--- config.mk ---
export PLATFORM = sky130hd
export DESIGN_NAME = qpi_link_phy
export DESIGN_NICKNAME = d
export VERILOG_FILES = /design/src/rtl/mlaccel_pkg.sv /design/src/rtl/qpi_sync_edge.sv /design/src/rtl/qpi_link_phy.sv
export SDC_FILE = /design/constraint.sdc
export NUM_CORES = 1
export LEC_CHECK = 0
export BUFFER_PORTS_ARGS = -buffer_cell sky130_fd_sc_hd__buf_4
export CORE_ASPECT_RATIO = 1.4
export CORE_UTILIZATION = 43
export DETAILED_ROUTE_END_ITERATION = 16
export GPL_TIMING_DRIVEN = 1
export SLEW_MARGIN = 20
export SYNTH_ARGS = -nofsm -noshare
export SYNTH_HDL_FRONTEND = slang
export SYNTH_SLANG_ARGS = --single-unit
--- constraint.sdc ---
create_clock -name clock -period 5.4 [get_ports clock]
set_input_delay 0.54 -clock clock [delete_from_list [all_inputs] [get_ports clock]]
set_output_delay 0.54 -clock clock [all_outputs]
set_load 0.02 [all_outputs]
--- src/rtl/mlaccel_pkg.sv ---
// rtl/mlaccel_pkg.sv - shared QPI link state type, nibble width and opcodes
package mlaccel_pkg;

   localparam int QPI_NIBBLE_W = 4;

   localparam logic [7:0] OP_WRITE  = 8'h21;
   localparam logic [7:0] OP_READ   = 8'h22;
   localparam logic [7:0] OP_STATUS = 8'h23;
   localparam logic [7:0] OP_CONFIG = 8'h24;

   typedef enum logic [2:0] {
      ST_IDLE,
      ST_CMD,
      ST_RX,
      ST_TURN,
      ST_TX
   } link_state_t;

endpackage

--- src/rtl/qpi_sync_edge.sv ---
// rtl/qpi_sync_edge.sv - N-stage input synchroniser with previous-sample register and edge pulses
module qpi_sync_edge #(
   parameter int             STAGES = 2,
   parameter int             W      = 1,
   parameter logic [W-1:0]   INIT   = '0
) (
   input  logic         clock,
   input  logic         reset,
   input  logic [W-1:0] din,
   output logic [W-1:0] sync,
   output logic [W-1:0] prev,
   output logic [W-1:0] rise,
   output logic [W-1:0] fall
);

   logic [W-1:0] chain [STAGES];

   always_ff @(posedge clock or posedge reset) begin
      if (reset) begin
         for (int i = 0; i < STAGES; i++) begin
            chain[i] <= INIT;
         end
         prev <= INIT;
      end else begin
         chain[0] <= din;
         for (int i = 1; i < STAGES; i++) begin
            chain[i] <= chain[i-1];
         end
         prev <= chain[STAGES-1];
      end
   end

   assign sync = chain[STAGES-1];
   assign rise = sync & ~prev;
   assign fall = ~sync & prev;

endmodule

--- src/rtl/qpi_link_phy.sv ---
// rtl/qpi_link_phy.sv - QPI slave PHY: oversampled nibble deserialiser and read-phase serialiser
module qpi_link_phy
   import mlaccel_pkg::*;
#(
   parameter int SYNC_STAGES = 2
) (
   input  logic                    clock,
   input  logic                    reset,
   input  logic                    qpi_csb,
   input  logic                    qpi_clk,
   input  logic [QPI_NIBBLE_W-1:0] qpi_io_in,
   output logic [QPI_NIBBLE_W-1:0] qpi_io_out,
   output logic                    qpi_io_oe,
   output logic                    rx_valid,
   output logic [7:0]              rx_data,
   output logic                    rx_first,
   input  logic                    tx_start,
   input  logic                    tx_valid,
   input  logic [7:0]              tx_data,
   output logic                    tx_ready,
   output logic                    xfer_end,
   output logic                    link_err
);

   logic csb_sync, csb_prev, csb_rise, csb_fall;
   logic clk_sync, clk_prev, clk_rise, clk_fall;
   logic [QPI_NIBBLE_W-1:0] io_sync, io_prev, io_rise, io_fall;

   qpi_sync_edge #(.STAGES(SYNC_STAGES), .W(1), .INIT(1'b1)) u_csb_sync (
      .clock (clock),
      .reset (reset),
      .din   (qpi_csb),
      .sync  (csb_sync),
      .prev  (csb_prev),
      .rise  (csb_rise),
      .fall  (csb_fall)
   );

   qpi_sync_edge #(.STAGES(SYNC_STAGES), .W(1), .INIT(1'b1)) u_clk_sync (
      .clock (clock),
      .reset (reset),
      .din   (qpi_clk),
      .sync  (clk_sync),
      .prev  (clk_prev),
      .rise  (clk_rise),
      .fall  (clk_fall)
   );

   qpi_sync_edge #(.STAGES(SYNC_STAGES), .W(QPI_NIBBLE_W), .INIT('0)) u_io_sync (
      .clock (clock),
      .reset (reset),
      .din   (qpi_io_in),
      .sync  (io_sync),
      .prev  (io_prev),
      .rise  (io_rise),
      .fall  (io_fall)
   );

   logic unused_sync;
   assign unused_sync = ^{csb_sync, csb_prev, clk_sync, clk_prev, io_sync, io_rise, io_fall};

   link_state_t state, state_next;

   logic [QPI_NIBBLE_W-1:0] nib_hi;
   logic                    nib_pend;
   logic                    turn_seen;
   logic [7:0]              tx_buf;
   logic                    tx_full;

   logic nib_cap, byte_done, err_set, turn_fall, tx_load, drv_hi, drv_lo;

   always_comb begin
      state_next = state;
      nib_cap    = 1'b0;
      byte_done  = 1'b0;
      err_set    = 1'b0;
      turn_fall  = 1'b0;
      tx_load    = 1'b0;
      drv_hi     = 1'b0;
      drv_lo     = 1'b0;
      tx_ready   = 1'b0;
      // csb release outranks any clk edge seen in the same cycle
      if (csb_rise) begin
         state_next = ST_IDLE;
      end else begin
         case (state)
            ST_IDLE: begin
               if (csb_fall) state_next = ST_CMD;
            end
            ST_CMD, ST_RX: begin
               if (clk_rise) begin
                  nib_cap = 1'b1;
               end else if (clk_fall && nib_pend) begin
                  byte_done = 1'b1;
                  if (state == ST_CMD) state_next = ST_RX;
               end
               if (tx_start) begin
                  if (nib_pend) err_set = 1'b1;
                  else          state_next = ST_TURN;
               end
            end
            ST_TURN: begin
               if (clk_fall) turn_fall = 1'b1;
               if (clk_rise && turn_seen) begin
                  state_next = ST_TX;
                  tx_load    = 1'b1;
               end
            end
            ST_TX: begin
               if (clk_fall) drv_hi = 1'b1;
               if (clk_rise) begin
                  drv_lo  = 1'b1;
                  tx_load = 1'b1;
               end
            end
            default: state_next = ST_IDLE;
         endcase
      end
      tx_ready = tx_load & tx_valid;
   end

   always_ff @(posedge clock or posedge reset) begin
      if (reset) state <= ST_IDLE;
      else       state <= state_next;
   end

   always_ff @(posedge clock or posedge reset) begin
      if (reset) begin
         qpi_io_out <= '0;
         qpi_io_oe  <= 1'b0;
         rx_valid   <= 1'b0;
         rx_data    <= '0;
         rx_first   <= 1'b0;
         xfer_end   <= 1'b0;
         link_err   <= 1'b0;
         nib_hi     <= '0;
         nib_pend   <= 1'b0;
         turn_seen  <= 1'b0;
         tx_buf     <= '0;
         tx_full    <= 1'b0;
      end else begin
         rx_valid <= 1'b0;
         rx_first <= 1'b0;
         xfer_end <= 1'b0;
         if (csb_rise) begin
            xfer_end   <= 1'b1;
            qpi_io_oe  <= 1'b0;
            qpi_io_out <= '0;
            nib_pend   <= 1'b0;
            turn_seen  <= 1'b0;
            tx_full    <= 1'b0;
         end else begin
            if (state == ST_IDLE && csb_fall) begin
               link_err  <= 1'b0;
               nib_pend  <= 1'b0;
               turn_seen <= 1'b0;
            end
            if (nib_cap) begin
               nib_hi   <= io_prev;
               nib_pend <= 1'b1;
            end
            if (byte_done) begin
               rx_data  <= {nib_hi, io_prev};
               rx_valid <= 1'b1;
               rx_first <= (state == ST_CMD);
               nib_pend <= 1'b0;
            end
            if (err_set)   link_err  <= 1'b1;
            if (turn_fall) turn_seen <= 1'b1;
            if (state == ST_TURN && state_next == ST_TX) begin
               qpi_io_oe <= 1'b1;
               turn_seen <= 1'b0;
            end
            // an empty buffer is zeroed so the low nibble of an underrun byte is also 0
            if (drv_hi) begin
               if (tx_full) begin
                  qpi_io_out <= tx_buf[7:4];
               end else begin
                  qpi_io_out <= '0;
                  tx_buf     <= '0;
                  link_err   <= 1'b1;
               end
            end
            if (drv_lo) begin
               qpi_io_out <= tx_buf[3:0];
               tx_full    <= 1'b0;
            end
            if (tx_ready) begin
               tx_buf  <= tx_data;
               tx_full <= 1'b1;
            end
         end
      end
   end

endmodule
=== After elaboration in Yosys (flattened, before gate mapping) ===
Cells that the tools add are included.

* Register bits after elaboration: 53
* Output and inout port bits: 18
* Logic and storage cells: 111

* Equal/unequal tests: 6
* Muxes and demuxes: 58
* Bitwise logic cells: 10
* Reductions and logical operators: 15

{| class="wikitable"
|+ Operators with widths
! cell !! count
|-
| $mux 1 || 41
|-
| $mux 3 || 8
|-
| $mux 8 || 3
|-
| $mux 4 || 4
|-
| $pmux 3 s4 || 1
|-
| $reduce_bool 4->1 || 2
|-
| $eq 3x2->1 const B || 2
|-
| $eq 3x3->1 const B || 2
|-
| $reduce_bool 3->1 || 2
|-
| $and 1x1->1 || 5
|-
| $not 1->1 || 5
|-
| $logic_and 1x1->1 || 4
|-
| $reduce_and 2->1 || 2
|-
| $reduce_bool 2->1 || 2
|-
| $eq 3x1->1 const B || 1
|-
| $logic_not 3->1 || 1
|-
| $reduce_and 3->1 || 1
|-
| $ne 2x2->1 const B || 1
|-
| $pmux 1 s2 || 1
|-
| $reduce_or 2->1 || 1
|}

=== Longest topological paths before layout ===
* Word-level depth: 13
* Depth in mapped cells: 5
* Depth with buffers taken out: 4

=== Modules after synthesis ===
Synthesis repeated with hierarchy kept, for this count alone.

* Cell total of the unflattened synthesis: 174
* Area, all modules: 2278.4 µm²

{| class="wikitable"
|+ By module, submodules not included
! module !! times used !! cells an instance !! area each (µm²) !! sequential area each (µm²)
|-
| qpi_link_phy || 1 || 137 || 1679.1 || 875.8
|-
| qpi_sync_edge at u_io_sync || 1 || 25 || 404.1 || 300.3
|-
| qpi_sync_edge at u_clk_sync ... || 2 || 6 || 97.6 || 78.8
|}

=== Worst setup path before layout ===
OpenSTA, ideal clock, no wires.

* Kind: reg-to-reg
* From: register u_csb_sync.prev
* To: register rx_data[0]
* Library setup time: 0.125 ns
* Arrival: 1.651 ns
* Slack: 3.624 ns
* Cell stages (with the launch flop): 6
* Path buffers: 1
* Cells stage by stage: dfstp_2 > nand2b_1 > clkbuf_8 > inv_4 > nor4_4 > mux2_2

* Cells in the longest elaborated chain, start to end: 4
* Elaborated cells between the ends (all ways): 5
* Those cells by class: 1 x mux; 3 x bitwise; 1 x reduce/logical

{| class="wikitable"
|+ RTL lines
! element !! line !! text
|-
| from (decl) || qpi_sync_edge.sv:11 || <nowiki>output logic [W-1:0] prev,</nowiki>
|-
| from (signal assigned) || qpi_sync_edge.sv:29 || <nowiki>prev <= chain[STAGES-1];</nowiki>
|-
| $not 1->1 * || qpi_sync_edge.sv:34 || <nowiki>assign rise = sync & ~prev;</nowiki>
|-
| $and 1x1->1 * || qpi_sync_edge.sv:34 ||
|-
| net csb_rise || qpi_link_phy.sv:25 || <nowiki>logic csb_sync, csb_prev, csb_rise, csb_fall;</nowiki>
|-
| $mux 1 or $not 1->1 (tied branches) || n/a ||
|-
| $reduce_and 2->1 (no source line) * || n/a ||
|-
| to (signal assigned) || qpi_link_phy.sv:163 || <nowiki>rx_data <= {nib_hi, io_prev};</nowiki>
|-
| to (decl) || qpi_link_phy.sv:15 || <nowiki>output logic [7:0] rx_data,</nowiki>
|}

The timed path passes the listed nets; every way through them passes the cells marked *.
A chain may end at the register's enable or synchronous reset.

=== Worst setup path after layout ===
* From: register u_clk_sync.chain (netlist bit u_clk_sync.sync)
* To: output port tx_ready

* Cells in the longest elaborated chain, start to end: 6
* Elaborated cells between the ends (all ways): 7
* Those cells by class: 4 x mux; 2 x bitwise; 1 x reduce/logical

{| class="wikitable"
|+ RTL lines
! element !! line !! text
|-
| from (decl) || qpi_sync_edge.sv:16 || <nowiki>logic [W-1:0] chain [STAGES];</nowiki>
|-
| from (signal, indexed assignment) || qpi_sync_edge.sv:27 || <nowiki>chain[i] <= chain[i-1];</nowiki>
|-
| $and 1x1->1 * || qpi_sync_edge.sv:34 ||
|-
| $logic_and 1x1->1 || qpi_link_phy.sv:104 || <nowiki>if (clk_rise && turn_seen) begin</nowiki>
|-
| $mux 1 || qpi_link_phy.sv:104 ||
|-
| $pmux 1 s2 * || qpi_link_phy.sv:86 || <nowiki>case (state)</nowiki>
|-
| $mux 1 * || qpi_link_phy.sv:83 || <nowiki>if (csb_rise) begin</nowiki>
|-
| $and 1x1->1 * || qpi_link_phy.sv:119 || <nowiki>tx_ready = tx_load & tx_valid;</nowiki>
|-
| to (decl) || qpi_link_phy.sv:20 || <nowiki>output logic tx_ready,</nowiki>
|}

Mark *: on every way between the ends. The rest lies on a longest branch, timed or not.

==> impl_metrics.tcl <==
set metrics [dict create \
    status "finished clean" \
    fillCellCount 462 \
    synth.cell_area_um2 2180 \
    drtIter0Drc 73 \
    first_global_vias 1432 \
    synthAdderAreaFrac_pct 0 \
    critical_path_required_ns 4.86 \
    critical_path_arrival_ns 2.33 \
    max_freq_mhz 349 \
    finalPower_mw 1.06 \
    final_nets 214 \
    p_sw_uw 340 \
    final_common_cell "dfrtp_1" \
    grt_max_degree 54 \
    multi_input_area_um2 747 \
    crit_buf_inv 1 \
    critPathTopFamily "simple AND/OR/NAND/NOR gates" \
    hold_end "u_io_sync.chain[6]" \
    synth.yosys.seq_area_share_pct 61.1 \
    ant_nets 0 \
    pin_count 36 \
    pwr-share-comb_pct 27.4 \
    setup_violations 0 \
    clk_pin_slew_ns 0.09 \
    report.final.hold_viol_count 0 \
    synth_ff_type "dfrtp_1" \
    synth_xor_area_share_pct 1.26 \
    post-cts-setup-buffers 0 \
    syn_nets 179 \
    power_density_nw_per_um2 412 \
    diodes 0 \
    seqPwrFrac_pct 52.1 \
    dieHeight_um 86.3 \
    path_class "flop to output port" \
    power.leakage_nw 1.16 \
    area_growth_pct 17.6 \
    synth_top_family_by_area "compound AO/OA/AOI/OAI gates" \
    synth_compound_area_share_pct 12.7 \
    ctsResizeCount 0 \
    hpwlAfterDp_mm 2.89 \
    hold_class "input pin to flop" \
    cts_tree "done" \
    htreeDepth 2 \
    met1_usage_pct 20.9 \
    fin_setup_tns_ns 0 \
    slowest_stage "nor2b_1" \
    synth_warnings 0 \
    rsz0062_at_grt "no" \
    yosys.area_share.simple_pct 9.68 \
    r2r-start "u_csb_sync.prev" \
    insertion_delay_ns 0.30 \
    clockRootBuffer "clkbuf_8" \
    place_ws_ns 2.88 \
    startpoint_type "flop" \
    syn_area_per_cell_um2 13.6 \
    min_from "qpi_io_in[2]" \
    finalCritPeriodShare_pct 53.1 \
    clock_sinks 53 \
    muxShareOfSynthArea_pct 10.3 \
    finalWorstSetupSlack_ns 2.53 \
    met3_usage_pct 3.95 \
    clk_path_buf_depth 2 \
    end_kind "output port" \
    globalRoute.totalOverflow 0 \
    ir_drop_mv 0.192 \
    place_congestion 0.848 \
    cts-buffers-inserted 5 \
    viasPerCell 5.34 \
    finalWirelength_mm 4.12 \
    synth_cells 161 \
    slew_headroom_pct 41.8 \
    whs_path_depth 1 \
    p_sw_share_pct 32.1 \
    core_um2 4880 \
    drive_above_1_share_pct 40.1 \
    synthArstFlopShare_pct 100 \
    use_met2_pct 28.3 \
    grt_pass1_wl_mm 7.00 \
    seq_area_um2 1330 \
    path_cells "nor2b_1, o2111a_1, buf_4" \
    period_needed_ns 2.87 \
    antenna_found_initial 0 \
    slew_viol_final 0 \
    dieArea_um2 5370 \
    wire_per_inst_um 15.8 \
    max_stage_delay_ns 0.64 \
    ctsHoldBuffers 0 \
    rows 30 \
    die_w_um 62.2 \
    clock_power_share_pct 20.5 \
    vias 1393 \
    synth_edf_count 0 \
    utilization_pct 52.7 \
    grtUsageTotal_pct 17.0 \
    rrSetupSlack_ns 3.02 \
    synth-seq-cells 53 \
    port_buffers 35 \
    reg2reg_depth 4 \
    yosysUniqueCellTypes 39 \
    skew_ns 0.00840 \
    path_max_fanout 11 \
    reg2reg_to "rx_data[0]" \
    mostFrequentLayoutCells "dfrtp_1, buf_4, mux2_2" \
    firstDrtPassIters 4 \
    drv_cap 0 \
    worstMarginPinSlew_ns 0.873 \
    post-route-drc-count 0 \
    initial_utilization_pct 44.8 \
    intPower_uw 720 \
    grt_busiest_layer "met2" \
]
## through the flow
step           hold slack (ns)  cell area [um2]  std cells
4_1_cts                  0.329             2560        261
3_3_place_gp             0.332             2480        253
6_report                 0.341             2570        261
2_1_floorplan            0.331             2180        161
5_1_grt                  0.320             2570        261
3_5_place_dp             0.336             2480        253
## power by group through the flow
| stage | clock, mW | combinational [mW] | sequential [mW] |
|---|---|---|---|
| 2_1_floorplan | 0 | 0.188 | 0.565 |
| 3_3_place_gp | 0 | 0.283 | 0.556 |
| 3_5_place_dp | 0 | 0.294 | 0.559 |
| 4_1_cts | 0.225 | 0.295 | 0.552 |
| 5_1_grt | 0.241 | 0.317 | 0.566 |
| 6_report | 0.217 | 0.291 | 0.552 |
## Yosys cell counts, drive strengths merged (3+ instances only)
cell type / number / area (um2)
nor2: 4 / 15.0
a31oi: 12 / 75.1
o21ai: 4 / 20.0
clkbuf: 5 / 40.0
a32o: 8 / 80.1
mux2: 20 / 225
inv: 13 / 51.3
nor4: 3 / 48.8
dfrtp: 47 / 1180
dfstp: 6 / 158
a21oi: 5 / 25.0
nand2b: 5 / 31.3
buf: 3 / 17.5
## area by class of cell
class                           instances  area share [%]
Sequential cell                        53            51.9
Multi-Input combinational cell         87            29.1
Timing Repair Buffer                   36            10.5
Tap cell                               64            3.12
Clock buffer                            6            2.82
Inverter                               13            2.04
Clock inverter                          2           0.536
## cell families (layout without fill, tap and decap cells)
family | Yosys count | count (layout)
buffers and inverters | 21 | 57
multiplexers | 20 | 20
flip-flops | 53 | 53
XOR/XNOR | 1 | 1
AO/OA/AOI/OAI | 38 | 38
AND/OR/NAND/NOR | 28 | 28
## flip-flops by register name (all words and copies together), names as in the netlist, 3 cells and up
signal and flops:
tx_buf 8, state 3, qpi_io_out 4, rx_data 8, nib_hi 4, u_io_sync.prev 4, u_io_sync.sync 4, u_io_sync.chain 4
## metal layers
metal	up-vias	wire length (um)	part of all wire, %
met4	0	86	2.1
met3	8	185	4.5
met1	684	1770	43
met5	-	0	0
met2	44	2080	50
li1	657	-	-
## worst max path at each step
stage                     to            start  cells past startpoint
finish              tx_ready  u_clk_sync.sync                      3
global route        tx_ready  u_clk_sync.sync                      3
CTS                 tx_ready  u_clk_sync.sync                      3
detailed placement  tx_ready  u_clk_sync.sync                      3
global placement    tx_ready  u_clk_sync.sync                      3
floorplan           link_err            reset                      1
Power figures use the tool's default switching activity.
